<file path="src/rtl/fib_cac_pkg.sv">
// Shared types and default sizing for the CAC Fibonacci-numeral codec datapath.
package fib_cac_pkg;

   typedef enum logic [1:0] {
      IDLE = 2'd0,
      RUN  = 2'd1,
      DONE = 2'd2
   } fib_state_e;

   localparam int FIB_W_DEF      = 8;
   localparam int FIB_NSTAGE_DEF = 8;
   localparam int FIB_CW_DEF     = 4;

endpackage

</file>
<file path="src/rtl/fib_chain_sched_if.sv">
// Job request / result bus between the codec front end, the scheduler and the codeword mapper.
interface fib_chain_sched_if #(
   parameter int W      = 8,
   parameter int NSTAGE = 8,
   parameter int CW     = 4
);
   logic              start;
   logic [W-1:0]      seed_a;
   logic [W-1:0]      seed_b;
   logic [NSTAGE-1:0] err_mask;
   logic              abort;
   logic              busy;
   logic              res_valid;
   logic              res_ready;
   logic [W-1:0]      res_a;
   logic [W-1:0]      res_b;
   logic              ovf;
   logic [CW-1:0]     bypass_cnt;

   modport master (
      output start, seed_a, seed_b, err_mask, abort, res_ready,
      input  busy, res_valid, res_a, res_b, ovf, bypass_cnt
   );

   modport slave (
      input  start, seed_a, seed_b, err_mask, abort, res_ready,
      output busy, res_valid, res_a, res_b, ovf, bypass_cnt
   );
endinterface

</file>
<file path="src/rtl/fib_step_unit.sv">
// One Fibonacci adder stage with error bypass: (a,b) -> (b, a+b), or unchanged when err is set.
module fib_step_unit #(
   parameter int W = 8
) (
   input  logic [W-1:0] a_i,
   input  logic [W-1:0] b_i,
   input  logic         err_i,
   output logic [W-1:0] a_nxt_o,
   output logic [W-1:0] b_nxt_o,
   output logic         carry_o
);
   logic [W:0] sum_s;

   assign sum_s = {1'b0, a_i} + {1'b0, b_i};

   // A bypassed stage passes its inputs through and can never flag a carry.
   always_comb begin
      a_nxt_o = a_i;
      b_nxt_o = b_i;
      carry_o = 1'b0;
      if (err_i) begin
         a_nxt_o = a_i;
         b_nxt_o = b_i;
         carry_o = 1'b0;
      end else begin
         a_nxt_o = b_i;
         b_nxt_o = sum_s[W-1:0];
         carry_o = sum_s[W];
      end
   end
endmodule

</file>
<file path="src/rtl/fib_chain_sched.sv">
// Iterates a single fib_step_unit over NSTAGE virtual stages per job and holds the final pair
// until the consumer accepts it.
module fib_chain_sched
   import fib_cac_pkg::*;
#(
   parameter int W      = FIB_W_DEF,
   parameter int NSTAGE = FIB_NSTAGE_DEF,
   parameter int CW     = FIB_CW_DEF
) (
   input  logic              clk,
   input  logic              rst_n,
   fib_chain_sched_if.slave  bus
);
   localparam logic [CW-1:0] STEP_LAST = CW'(NSTAGE - 1);
   localparam logic [CW-1:0] CNT_ONE   = CW'(1);

   fib_state_e        state_q, state_d;
   logic [W-1:0]      a_q, a_d, b_q, b_d;
   logic [CW-1:0]     step_q, step_d, byp_q, byp_d;
   logic [NSTAGE-1:0] mask_q, mask_d;
   logic              ovf_q, ovf_d, busy_q, busy_d, valid_q, valid_d;

   logic [NSTAGE-1:0] mask_sh_s;
   logic              err_s, carry_s;
   logic [W-1:0]      a_nxt_s, b_nxt_s;

   assign mask_sh_s = mask_q >> step_q;
   assign err_s     = mask_sh_s[0];

   fib_step_unit #(.W(W)) u_step (
      .a_i     (a_q),
      .b_i     (b_q),
      .err_i   (err_s),
      .a_nxt_o (a_nxt_s),
      .b_nxt_o (b_nxt_s),
      .carry_o (carry_s)
   );

   // Next-state, datapath update and output decode.
   always_comb begin
      state_d = state_q;
      a_d     = a_q;
      b_d     = b_q;
      step_d  = step_q;
      byp_d   = byp_q;
      ovf_d   = ovf_q;
      mask_d  = mask_q;
      case (state_q)
         IDLE: begin
            if (bus.start) begin
               a_d     = bus.seed_a;
               b_d     = bus.seed_b;
               mask_d  = bus.err_mask;
               step_d  = '0;
               byp_d   = '0;
               ovf_d   = 1'b0;
               state_d = RUN;
            end else begin
               state_d = IDLE;
            end
         end
         RUN: begin
            if (bus.abort) begin
               state_d = IDLE;
            end else begin
               a_d    = a_nxt_s;
               b_d    = b_nxt_s;
               ovf_d  = ovf_q | carry_s;
               step_d = step_q + CNT_ONE;
               if (err_s) begin
                  byp_d = byp_q + CNT_ONE;
               end else begin
                  byp_d = byp_q;
               end
               if (step_q == STEP_LAST) begin
                  state_d = DONE;
               end else begin
                  state_d = RUN;
               end
            end
         end
         DONE: begin
            if (bus.abort) begin
               state_d = IDLE;
            end else if (valid_q && bus.res_ready) begin
               state_d = IDLE;
            end else begin
               state_d = DONE;
            end
         end
         default: begin
            state_d = IDLE;
         end
      endcase
      busy_d  = (state_d != IDLE);
      // The result is presented one cycle after entering DONE, so latency is NSTAGE+1.
      valid_d = (state_q == DONE) && (state_d == DONE);
   end

   // State and datapath registers.
   always_ff @(posedge clk or negedge rst_n) begin
      if (!rst_n) begin
         state_q <= IDLE;
         a_q     <= '0;
         b_q     <= '0;
         step_q  <= '0;
         byp_q   <= '0;
         mask_q  <= '0;
         ovf_q   <= 1'b0;
         busy_q  <= 1'b0;
         valid_q <= 1'b0;
      end else begin
         state_q <= state_d;
         a_q     <= a_d;
         b_q     <= b_d;
         step_q  <= step_d;
         byp_q   <= byp_d;
         mask_q  <= mask_d;
         ovf_q   <= ovf_d;
         busy_q  <= busy_d;
         valid_q <= valid_d;
      end
   end

   assign bus.busy       = busy_q;
   assign bus.res_valid  = valid_q;
   assign bus.res_a      = a_q;
   assign bus.res_b      = b_q;
   assign bus.ovf        = ovf_q;
   assign bus.bypass_cnt = byp_q;
endmodule

</file>
<file path="src/flat_wrapper.sv">
// flat-port wrapper written by rule: the top's interface ports become plain ports
module fib_chain_sched_flat import fib_cac_pkg::*;
#(
   parameter int W      = FIB_W_DEF,
   parameter int NSTAGE = FIB_NSTAGE_DEF,
   parameter int CW     = FIB_CW_DEF
)
  (clk, rst_n, bus_start, bus_seed_a, bus_seed_b, bus_err_mask, bus_abort, bus_res_ready, bus_busy, bus_res_valid, bus_res_a, bus_res_b, bus_ovf, bus_bypass_cnt);
  fib_chain_sched_if #(.W(W), .NSTAGE(NSTAGE), .CW(CW)) bus_i ();
  input  logic clk;
  input  logic rst_n;
  input wire logic [$bits(bus_i.start)-1:0] bus_start;
  input wire logic [$bits(bus_i.seed_a)-1:0] bus_seed_a;
  input wire logic [$bits(bus_i.seed_b)-1:0] bus_seed_b;
  input wire logic [$bits(bus_i.err_mask)-1:0] bus_err_mask;
  input wire logic [$bits(bus_i.abort)-1:0] bus_abort;
  input wire logic [$bits(bus_i.res_ready)-1:0] bus_res_ready;
  output wire logic [$bits(bus_i.busy)-1:0] bus_busy;
  output wire logic [$bits(bus_i.res_valid)-1:0] bus_res_valid;
  output wire logic [$bits(bus_i.res_a)-1:0] bus_res_a;
  output wire logic [$bits(bus_i.res_b)-1:0] bus_res_b;
  output wire logic [$bits(bus_i.ovf)-1:0] bus_ovf;
  output wire logic [$bits(bus_i.bypass_cnt)-1:0] bus_bypass_cnt;
  assign bus_i.start = bus_start;
  assign bus_i.seed_a = bus_seed_a;
  assign bus_i.seed_b = bus_seed_b;
  assign bus_i.err_mask = bus_err_mask;
  assign bus_i.abort = bus_abort;
  assign bus_i.res_ready = bus_res_ready;
  assign bus_busy = bus_i.busy;
  assign bus_res_valid = bus_i.res_valid;
  assign bus_res_a = bus_i.res_a;
  assign bus_res_b = bus_i.res_b;
  assign bus_ovf = bus_i.ovf;
  assign bus_bypass_cnt = bus_i.bypass_cnt;
  fib_chain_sched #(.W(W), .NSTAGE(NSTAGE), .CW(CW)) u_core (.clk(clk), .rst_n(rst_n), .bus(bus_i));
endmodule
</file>
<file path="config.mk">
export PLATFORM = sky130hd
export DESIGN_NAME = fib_chain_sched_flat
export DESIGN_NICKNAME = d
export VERILOG_FILES = /design/src/rtl/fib_cac_pkg.sv /design/src/rtl/fib_chain_sched_if.sv /design/src/rtl/fib_step_unit.sv /design/src/rtl/fib_chain_sched.sv /design/src/flat_wrapper.sv
export SDC_FILE = /design/constraint.sdc
export NUM_CORES = 1
export LEC_CHECK = 0
export BUFFER_PORTS_ARGS = -buffer_cell sky130_fd_sc_hd__buf_2
export CORE_ASPECT_RATIO = 1.25
export CORE_MARGIN = 5
export CORE_UTILIZATION = 45
export DETAILED_ROUTE_END_ITERATION = 12
export GPL_ROUTABILITY_DRIVEN = 0
export PLACE_DENSITY = 0.79
export SYNTH_ARGS = -nofsm -noshare
export SYNTH_HDL_FRONTEND = slang
export SYNTH_SLANG_ARGS = --single-unit
</file>
<file path="constraint.sdc">
create_clock -name clk -period 2.7 [get_ports clk]
set_input_delay 0.27 -clock clk [delete_from_list [all_inputs] [get_ports clk]]
set_output_delay 0.27 -clock clk [all_outputs]
set_load 0.02 [all_outputs]
</file>
==> impl_metrics.env <==
export IMPL_netlist_area_leader_share_pct=42.50
export IMPL_maxUsedRoutingLayer="met4"
export IMPL_drive_gt1_share_pct=29.50
export IMPL_cts_setup_buffers=0
export IMPL_synth_area_leaders="dfrtp_1 (43%), nand2_1 (11%), ha_1 (5.7%)"
export IMPL_syn_instance_count=223
export IMPL_ir_drop_mv=0.4303
export IMPL_crit_type="reg -> reg"
export IMPL_setup_violations_final=0
export IMPL_synth_edff_count=0
export IMPL_fin_hold_ws_ns=0.06619
export IMPL_period_minus_slack_ns=2.200
export IMPL_clock_sinks=37
export IMPL_worst_setup_path_end_kind="register"
export IMPL_wl_mm=4.830
export IMPL_leakagePower_nw=1.341
export IMPL_max_freq_ghz=0.4545
export IMPL_multi_input_area_sq_um=1195
export IMPL_min_period_over_period_pct=81.49
export IMPL_n_antenna_cell=0
export IMPL_slew_violations=0
export IMPL_nets=317
export IMPL_tightestPinTransition_ns=0.9037
export IMPL_die_x_um=72.23
export IMPL_grt_pass1_wl_mm=8.128
export IMPL_start_util_pct=46.06
export IMPL_synth_ff_type="dfrtp_1"
export IMPL_cts_root_buf="clkbuf_8"
export IMPL_rsz0062_at_grt="no"
export IMPL_final_cells=338
export IMPL_ios=52
export IMPL_yosysMostFrequentCell="nand2_1"
export IMPL_hpwl_mm=3.668
export IMPL_syn_area_sq_um=2178
export IMPL_fillers=449
export IMPL_grt_ovfl_total=0
export IMPL_die_y_um=87.79
export IMPL_cts_buffers=5
export IMPL_yosys_area_top_type="dfrtp_1"
export IMPL_core_area_sq_um=4730
export IMPL_ctsResizeCount=0
export IMPL_netlist_top_cells_count="nand2_1 (64), dfrtp_1 (37), ha_1 (10), nor2_1 (10), o21ai_0 (10)"
export IMPL_required_ns=2.88
export IMPL_synth_async_reset_ratio_pct=100.0
export IMPL_wl_per_cell_um=14.29
export IMPL_fin_util_pct=54.92
export IMPL_clk_pin_slew_ns=0.08
export IMPL_slew_headroom_pct=39.63
export IMPL_cap_violations=0
export IMPL_hold_buffers=0
export IMPL_dp_cells=330
export IMPL_antenna_found_initial=0
export IMPL_vias_per_cell=5.207
export IMPL_grt_use_total_pct=16.65
export IMPL_synthToLayoutAreaGrowth_pct=19.24
export IMPL_drtIter0Drc=62
export IMPL_worstPathArrival_ns=2.38
export IMPL_ys_types=44
export IMPL_min_path_type="in -> async"
export IMPL_max_clock_path_buffers=2
export IMPL_cts_tree="built"
export IMPL_hold_violations=0
export IMPL_synth_seq_area_share_pct=42.50
export IMPL_wl_met2_mm=2.549
export IMPL_synth_seq_cells=37
export IMPL_wl_met1_mm=1.939
export IMPL_antenna_left=0
export IMPL_yosysWarnings=0
export IMPL_insertion_delay_ns=0.29
export IMPL_rows=28
export IMPL_status="completed"
export IMPL_drc=0
export IMPL_finalSetupTns_ns=0
export IMPL_vias=1760
export IMPL_grt_max_degree=38
export IMPL_startpoint_type="register"
export IMPL_synth_avg_cell_area_sq_um=9.768
export IMPL_htreeDepth=2
export IMPL_dieArea_sq_um=6341
export IMPL_syn_nets=263
export IMPL_grt_pass1_vias=1782
export IMPL_wl_met3_um=271
export IMPL_cp_max_fo=4
export IMPL_final_seq_area_sq_um=925.9
export IMPL_skew_ns=0.01028
export IMPL_first_pass_iters=4
export IMPL_power_density_nw_per_um2=1154
export IMPL_portBuffers=51
## metrics by stage
step / setup slack (ns) / power (mW) / instance area [sq um]
global route: 0.3890 / 3.258 / 2597
global placement: 0.6421 / 2.529 / 2496
finish: 0.4997 / 2.997 / 2597
CTS: 0.4952 / 3.032 / 2597
detailed placement: 0.5384 / 2.590 / 2496
floorplan: 0.6033 / 2.152 / 2178
## report_power, final
group	switching [mW]	internal, mW
sequential	0.193	0.750
combinational	0.881	0.746
clock	0.196	0.231
total	1.27	1.73
## kinds of logic after synthesis
kind of cell | Yosys count | share of synthesized area [%]
compound gates | 32 | 10.86
flops | 37 | 42.50
simple gates | 102 | 21.83
xor+xnor | 3 | 1.206
fa+ha+maj | 11 | 6.663
mux | 25 | 14.30
buf+inv | 13 | 2.642
## registers in the layout, indices dropped and copies added, names as in the netlist
register               count
u_core.mask_q              8
u_core.bus.res_valid       1
u_core.bus.res_a           8
u_core.bus.bypass_cnt      4
u_core.bus.ovf             1
u_core.bus.res_b           8
u_core.step_q              4
u_core.bus.busy            1
u_core.state_q             2
## cell type report
class                      count  area share, %
clock buffer                   7          3.709
clock inverter                 1         0.1927
timing repair buffer          54          10.69
sequential                    37          35.65
inverter                       6         0.8671
multi-input combinational    173          46.00
tap                           60          2.890
## worst paths after layout
check / from / end / slack, ns / depth (start not counted)
min: rst_n / u_core.bus.res_b[3] / 0.07 / 1
min reg2reg: u_core.mask_q[3] / u_core.mask_q[3] / 0.48 / 2
min in group clk: bus_err_mask[1] / u_core.mask_q[1] / 0.17 / 3
max reg2reg: u_core.bus.res_b[1] / u_core.bus.res_b[7] / 0.50 / 6
max in group asynchronous: rst_n / u_core.mask_q[0] / 2.11 / 1
max: u_core.bus.res_b[1] / u_core.bus.res_b[7] / 0.50 / 6
## critical path: stages, from the launching register on
cell and delay, ns:
dfrtp_1 0.41, ha_1 0.32, a211o_1 0.31, a2111oi_0 0.51, or4_1 0.20, nand3_1 0.06, mux2_4 0.27
## layer usage
| layer | GRT usage (%) | up-vias |
|---|---|---|
| met5 | 0 | - |
| met4 | 6.154 | 0 |
| met3 | 4.248 | 6 |
| met2 | 31.23 | 41 |
| met1 | 17.68 | 826 |
| li1 | - | 887 |
## cells in the final DEF (no fill, tap or decap), types with 2 or more instances in the layout
master | synthesis | layout
nand2_1 | 64 | 64
a21oi_1 | 4 | 4
o21a_1 | 4 | 4
or4_1 | 3 | 3
mux2i_1 | 9 | 9
nand2b_1 | 2 | 2
o31ai_1 | 2 | 2
nor3b_1 | 5 | 5
mux2_2 | 7 | 7
ha_1 | 10 | 10
clkbuf_8 | 0 | 7
mux2_4 | 8 | 8
nand3_1 | 6 | 6
inv_1 | 6 | 6
nor2_1 | 10 | 10
nor2b_1 | 2 | 2
nor3_1 | 2 | 2
buf_4 | 0 | 3
o21ai_0 | 10 | 10
dfrtp_1 | 37 | 37
a211o_1 | 2 | 2
xor2_1 | 3 | 3
buf_2 | 1 | 51
(Power assumes the default switching activity.)
